File: src/rtl/ofdm_rx_sample_pacer_if.sv
// Sample-pair stream bundle for the OFDM RX pacer: push side (in_*) and
// paced output side (rx_*).
interface ofdm_rx_sample_pacer_if #(
   parameter int unsigned sample_bit_width_g = 12
);
   logic [sample_bit_width_g-1:0] in_i;
   logic [sample_bit_width_g-1:0] in_q;
   logic                          in_valid;
   logic                          in_ready;
   logic [sample_bit_width_g-1:0] rx_data_i;
   logic [sample_bit_width_g-1:0] rx_data_q;
   logic                          rx_data_valid;

   // Producer / consumer side of the pacer
   modport master (
      output in_i, in_q, in_valid,
      input  in_ready, rx_data_i, rx_data_q, rx_data_valid
   );

   // The pacer itself
   modport slave (
      input  in_i, in_q, in_valid,
      output in_ready, rx_data_i, rx_data_q, rx_data_valid
   );
endinterface

File: src/rtl/ofdm_rx_sample_pacer.sv
// OFDM RX sample pacer: buffers I/Q pairs in a FIFO and releases one pair
// per programmable strobe period once the FIFO has been primed.
module ofdm_rx_sample_pacer #(
   parameter int unsigned sample_bit_width_g = 12,
   parameter int unsigned fifo_depth_g       = 64,
   parameter int unsigned divider_width_g    = 8,
   parameter int unsigned prime_level_g      = 8
) (
   input  logic                             sys_clk,
   input  logic                             sys_rstn,
   input  logic                             sys_init,
   input  logic                             en,
   input  logic [divider_width_g-1:0]       cfg_divider,
   ofdm_rx_sample_pacer_if.slave            smp,
   output logic [$clog2(fifo_depth_g):0]    fill_level,
   output logic                             overflow,
   output logic                             underflow
);

   localparam int unsigned ptr_w  = $clog2(fifo_depth_g);
   localparam int unsigned fill_w = ptr_w + 1;
   localparam int unsigned dw     = divider_width_g;
   localparam int unsigned sw     = sample_bit_width_g;

   typedef enum logic [1:0] {
      IDLE  = 2'd0,
      PRIME = 2'd1,
      RUN   = 2'd2
   } state_t;

   state_t            state;
   state_t            state_nxt;
   logic [dw-1:0]     cnt;
   logic [dw-1:0]     cnt_nxt;
   logic [dw-1:0]     div_eff;
   logic              strobe;
   logic              push;
   logic              pop;
   logic              drop;
   logic              fifo_empty;
   logic              in_ready_int;

   logic [sw-1:0]     mem_i [fifo_depth_g];
   logic [sw-1:0]     mem_q [fifo_depth_g];
   logic [ptr_w-1:0]  wr_ptr;
   logic [ptr_w-1:0]  rd_ptr;
   logic [fill_w-1:0] fill;

   logic [sw-1:0]     rx_i;
   logic [sw-1:0]     rx_q;
   logic              rx_valid;

   // Divider values 0 and 1 behave as 2
   assign div_eff      = (cfg_divider < dw'(2)) ? dw'(2) : cfg_divider;
   assign in_ready_int = (fill < fill_w'(fifo_depth_g));
   assign fifo_empty   = (fill == '0);
   assign push         = smp.in_valid && in_ready_int && !sys_init;
   assign drop         = smp.in_valid && !in_ready_int;
   assign pop          = strobe && !fifo_empty && !sys_init;

   assign smp.in_ready      = in_ready_int;
   assign smp.rx_data_i     = rx_i;
   assign smp.rx_data_q     = rx_q;
   assign smp.rx_data_valid = rx_valid;
   assign fill_level        = fill;

   // Next-state and strobe generation; >= lets a shrunk divider fire at once
   always_comb begin
      state_nxt = state;
      cnt_nxt   = '0;
      strobe    = 1'b0;
      case (state)
         IDLE: begin
            if (en) state_nxt = PRIME;
         end
         PRIME: begin
            if (!en)                                   state_nxt = IDLE;
            else if (fill >= fill_w'(prime_level_g))   state_nxt = RUN;
         end
         RUN: begin
            if (!en) begin
               state_nxt = IDLE;
            end else if (cnt >= div_eff - dw'(1)) begin
               strobe = 1'b1;
            end else begin
               cnt_nxt = cnt + dw'(1);
            end
         end
         default: state_nxt = IDLE;
      endcase
      if (sys_init) begin
         state_nxt = IDLE;
         cnt_nxt   = '0;
      end
   end

   // State and strobe counter registers
   always_ff @(posedge sys_clk or negedge sys_rstn) begin
      if (!sys_rstn) begin
         state <= IDLE;
         cnt   <= '0;
      end else begin
         state <= state_nxt;
         cnt   <= cnt_nxt;
      end
   end

   // FIFO pointers and occupancy
   always_ff @(posedge sys_clk or negedge sys_rstn) begin
      if (!sys_rstn) begin
         wr_ptr <= '0;
         rd_ptr <= '0;
         fill   <= '0;
      end else if (sys_init) begin
         wr_ptr <= '0;
         rd_ptr <= '0;
         fill   <= '0;
      end else begin
         if (push) wr_ptr <= wr_ptr + ptr_w'(1);
         if (pop)  rd_ptr <= rd_ptr + ptr_w'(1);
         case ({push, pop})
            2'b10:   fill <= fill + fill_w'(1);
            2'b01:   fill <= fill - fill_w'(1);
            default: fill <= fill;
         endcase
      end
   end

   // Sample storage carries no reset; validity is tracked by the pointers
   always_ff @(posedge sys_clk) begin
      if (push) begin
         mem_i[wr_ptr] <= smp.in_i;
         mem_q[wr_ptr] <= smp.in_q;
      end
   end

   // Paced output: data holds between pulses
   always_ff @(posedge sys_clk or negedge sys_rstn) begin
      if (!sys_rstn) begin
         rx_i     <= '0;
         rx_q     <= '0;
         rx_valid <= 1'b0;
      end else if (sys_init) begin
         rx_valid <= 1'b0;
      end else begin
         rx_valid <= pop;
         if (pop) begin
            rx_i <= mem_i[rd_ptr];
            rx_q <= mem_q[rd_ptr];
         end
      end
   end

   // Sticky error flags
   always_ff @(posedge sys_clk or negedge sys_rstn) begin
      if (!sys_rstn) begin
         overflow  <= 1'b0;
         underflow <= 1'b0;
      end else if (sys_init) begin
         overflow  <= 1'b0;
         underflow <= 1'b0;
      end else begin
         if (drop)                 overflow  <= 1'b1;
         if (strobe && fifo_empty) underflow <= 1'b1;
      end
   end

endmodule

File: src/flat_wrapper.sv
// flat-port wrapper written by rule: the top's interface ports become plain ports
module ofdm_rx_sample_pacer_flat 
#(
   parameter int unsigned sample_bit_width_g = 12,
   parameter int unsigned fifo_depth_g       = 64,
   parameter int unsigned divider_width_g    = 8,
   parameter int unsigned prime_level_g      = 8
)
  (sys_clk, sys_rstn, sys_init, en, cfg_divider, fill_level, overflow, underflow, smp_in_i, smp_in_q, smp_in_valid, smp_in_ready, smp_rx_data_i, smp_rx_data_q, smp_rx_data_valid);
  ofdm_rx_sample_pacer_if #(.sample_bit_width_g(sample_bit_width_g)) smp_i ();
  input  logic sys_clk;
  input  logic sys_rstn;
  input  logic sys_init;
  input  logic en;
  input  logic [divider_width_g-1:0] cfg_divider;
  output logic [$clog2(fifo_depth_g):0] fill_level;
  output logic overflow;
  output logic underflow;
  input wire logic [$bits(smp_i.in_i)-1:0] smp_in_i;
  input wire logic [$bits(smp_i.in_q)-1:0] smp_in_q;
  input wire logic [$bits(smp_i.in_valid)-1:0] smp_in_valid;
  output wire logic [$bits(smp_i.in_ready)-1:0] smp_in_ready;
  output wire logic [$bits(smp_i.rx_data_i)-1:0] smp_rx_data_i;
  output wire logic [$bits(smp_i.rx_data_q)-1:0] smp_rx_data_q;
  output wire logic [$bits(smp_i.rx_data_valid)-1:0] smp_rx_data_valid;
  assign smp_i.in_i = smp_in_i;
  assign smp_i.in_q = smp_in_q;
  assign smp_i.in_valid = smp_in_valid;
  assign smp_in_ready = smp_i.in_ready;
  assign smp_rx_data_i = smp_i.rx_data_i;
  assign smp_rx_data_q = smp_i.rx_data_q;
  assign smp_rx_data_valid = smp_i.rx_data_valid;
  ofdm_rx_sample_pacer #(.sample_bit_width_g(sample_bit_width_g), .fifo_depth_g(fifo_depth_g), .divider_width_g(divider_width_g), .prime_level_g(prime_level_g)) u_core (.sys_clk(sys_clk), .sys_rstn(sys_rstn), .sys_init(sys_init), .en(en), .cfg_divider(cfg_divider), .smp(smp_i), .fill_level(fill_level), .overflow(overflow), .underflow(underflow));
endmodule
File: config.mk
export PLATFORM = sky130hd
export DESIGN_NAME = ofdm_rx_sample_pacer_flat
export DESIGN_NICKNAME = d
export VERILOG_FILES = /design/src/rtl/ofdm_rx_sample_pacer_if.sv /design/src/rtl/ofdm_rx_sample_pacer.sv /design/src/flat_wrapper.sv
export SDC_FILE = /design/constraint.sdc
export NUM_CORES = 2
export LEC_CHECK = 0
export CAP_MARGIN = 20
export CORE_MARGIN = 2
export CORE_UTILIZATION = 36
export DETAILED_ROUTE_END_ITERATION = 12
export DONT_BUFFER_PORTS = 1
export PLACE_DENSITY = 0.47
export SLEW_MARGIN = 10
export SYNTH_ARGS = -nofsm -noshare
export SYNTH_HDL_FRONTEND = slang
export SYNTH_SLANG_ARGS = --single-unit
File: constraint.sdc
create_clock -name sys_clk -period 4.2 [get_ports sys_clk]
set_input_delay 0.84 -clock sys_clk [delete_from_list [all_inputs] [get_ports sys_clk]]
set_output_delay 0.84 -clock sys_clk [all_outputs]
set_load 0.03 [all_outputs]
==> metrics.txt <==
status complete, no violations; total of warnings raised by yosys 0; number of global-route vias before repair ~32000; Final Hold Fails 0; CTS Sinks 1592; die width 419 um; period utilization 0.992; worst skew pair latency approximately 0.80 ns; Post-Synthesis Cells between 3000 and 4000; number of port buffers 0; Placer Congestion between 0.8 and 0.9; global router's overall resource usage 0.191; kind of cell adding the most delay to the critical path simple AND/OR/NAND/NOR gates; Async S/R FF share, synth 0.0352; initial core utilization 0.362; Iter 0 DRT Violations approximately 3100; Peak VDD IR between 0.0003 and 0.0004 V; Worst EP arrival roughly 5 ns; DP Worst Slack -0.925 ns; Ports between 70 and 80; # H-tree levels 4; max_slew headroom 0.283; Startpoint Class input pin; Final WS setup 0.0354 ns; Area growth, synth to finish 15.3%; Layout fillers 14897; DR WL/cell 29.3 um; Worst Path Buf+Inv 2; Final Power approximately 0.032 W; DP HPWL 94400 um; final WL between 150000 and 200000 um; Synth Flop Type edfxtp_1; Leak Pwr about 21 nW; Core ar. ~170000 um2; Worst Path Class, Setup in -> reg; Post-synth EDFFs 1536; MaxCap Viol Count 0; post-synthesis cell type count between 50 and 60; vias around 30000; Post-DRT Antenna Nets 0; unrepaired setup endpoints after global routing true; Max Buffers Root-to-Sink 3; die area 175000 um2; cell row count 152; Hold Path Class in -> reg; worst-path fanout max 5; net count after synthesis roughly 3100; CTS tree built; min Tclk post-route around 4.2 ns; crit-path cells or4_4, nor3_4, inv_1, o21ai_2, ha_2, inv_2, or3_1, xor2_1, ha_1, nand4_1, nor3_2, o311a_1, nor2_4, nor3_4, ha_1, a21o_1, a21oi_2, o21bai_1, a21oi_1, xor2_1, o31ai_1; Worst Skew around 0.039 ns; TritonCTS Buffers about 170; f_max roughly 240 MHz; DRC violations left 0; DR pass1 iterations 5; fin nets 3279; Final Slew Violations 0; CP endpoint kind flop; CTS clk-pin slew, worst paths 0.06 ns; worst slew pin tran around 1.1 ns; PwrDens ~450 nW/um2; die height 419 um; first-pass GRT wire length around 240000 um; synthesized flop and latch total roughly 1600; CP peak stage delay between 0.5 and 0.6 ns; initial antenna violation count 5; Vias/cell 5.34; post-synthesis sequential area ratio 0.767; Root Buffer clkbuf_16; final setup fails 0; Cell Area, Synth slightly above 60000 um2; Req. time, crit path 4.90 ns; layout cells sized above 1 0.256; GRT Residual Overflow 0; Avg Cell Area, Syn roughly 20 um2; largest net degree at the start of global routing around 110; CP max stage cell or4_4
==> cell type report <==
class / instances / area [um2] / share of cell area
flip-flops and latches: 1592 / 47500 / 0.665
multi-input cells: 1279 / 13900 / 0.195
clock buffers: 221 / 4590 / 0.0642
well taps: 2310 / 2890 / 0.0405
repair buffers: 174 / 1580 / 0.0221
clock inverters: 92 / 866 / 0.0121
inverters: 8 / 30.0 / 0.000420
diodes: 6 / 15.0 / 0.000210
==> per-layer routing <==
layer,vias to the layer above,part of all wire,global-route usage
met1,16468,0.44,0.259
li1,12978,-,-
met4,0,0.020,0.0491
met5,-,0,0
met3,181,0.046,0.0307
met2,722,0.50,0.319
==> what timing repair did <==
item / CTS / global route
gates resized for setup: 4 / 8
hold endpoints to repair: 56 / 0
hold buffers: 2 / 0
setup endpoints to repair: 2 / 4
pin swaps: 10 / 11
setup buffers: 3 / 3
gates cloned: 0 / 0
==> per-stage QoR <==
step	std cells	TNS, ns	hold WS [ns]	util	area [um2]
final	5682	0	0.102	0.417	71400
after global routing	5676	-0.221	0.0510	0.417	71400
after CTS	5673	-0.0163	0.0351	0.416	71400
after detailed placement	5355	-6.53	0.463	0.384	65800
after global placement	5355	-4.49	0.455	0.384	65800
after floorplan	3051	-2.36	0.433	-	62000
==> where the power goes <==
| part | total (W) | switching [W] | internal [W] |
|---|---|---|---|
| clock network | 0.0146 | 0.00610 | 0.00845 |
| registers | 0.0174 | 0.0000184 | 0.0174 |
| logic | 0.000154 | 0.0000952 | 0.0000585 |
| total | 0.0322 | 0.00622 | 0.0259 |
==> cells in the final DEF, fill, tap and decap left out, types with 49 or more instances in the layout <==
| master | n |
|---|---|
| mux2_2 | 96 |
| dfrtp_1 | 52 |
| nor2_2 | 51 |
| o21ai_0 | 56 |
| o22ai_1 | 72 |
| buf_4 | 152 |
| nand2_1 | 68 |
| mux2i_1 | 241 |
| nor2_1 | 51 |
| mux4_2 | 264 |
| a211oi_1 | 49 |
| edfxtp_1 | 1536 |
| clkbuf_16 | 173 |
==> worst paths after layout <==
path,cells after the start,start,to,slack [ns]
max,21,cfg_divider[5],u_core.fill_level[5],0.04
min,1,sys_init,u_core.rd_ptr[3],0.10
max reg2reg,13,u_core.fill_level[3],u_core.fill_level[6],0.74
min reg2reg,1,u_core.state[1],u_core.state[0],0.47
max in group asynchronous,2,sys_rstn,u_core.smp.rx_data_q[11],3.25
min in group asynchronous,2,sys_rstn,u_core.fill_level[2],0.57
==> cells in the mapped netlist, drive strengths merged, types with 25 or more instances <==
cell type / number / area, um2
mux2i: 241 / 2410
buf: 89 / 542
nor2: 119 / 447
nor2b: 33 / 206
o21ai: 60 / 300
nor3: 34 / 175
o22ai: 72 / 450
nand2: 68 / 255
mux4: 264 / 5950
o31ai: 25 / 188
dfrtp: 56 / 1400
mux2: 96 / 1080
a211oi: 49 / 368
clkbuf: 83 / 312
edfxtp: 1536 / 46100
==> kinds of logic (layout without fill, tap and decap cells) <==
| kind of cell | count (synthesis) | after routing | synth area share |
|---|---|---|---|
| AOI/OAI and AO/OA | 331 | 331 | 0.0367 |
| xor gates and xnor gates | 24 | 24 | 0.00339 |
| adders and majority gates | 18 | 18 | 0.00376 |
| buffers and inverters | 180 | 495 | 0.0143 |
| DFF | 1592 | 1592 | 0.767 |
| muxes | 601 | 601 | 0.152 |
| other | 0 | 6 | 0 |
| and+or+nand+nor | 305 | 305 | 0.0227 |
==> registers in the layout, summed over array words and instances (netlist names) <==
register / cells
u_core.smp.rx_data_q: 12
u_core.smp.rx_data_valid: 1
u_core.cnt: 8
u_core.fill_level: 7
u_core.rd_ptr: 6
u_core.underflow: 1
u_core.state: 2
u_core.smp.rx_data_i: 12
u_core.mem_q: 768
u_core.mem_i: 768
u_core.wr_ptr: 6
u_core.overflow: 1
(Power assumes the default switching activity.)
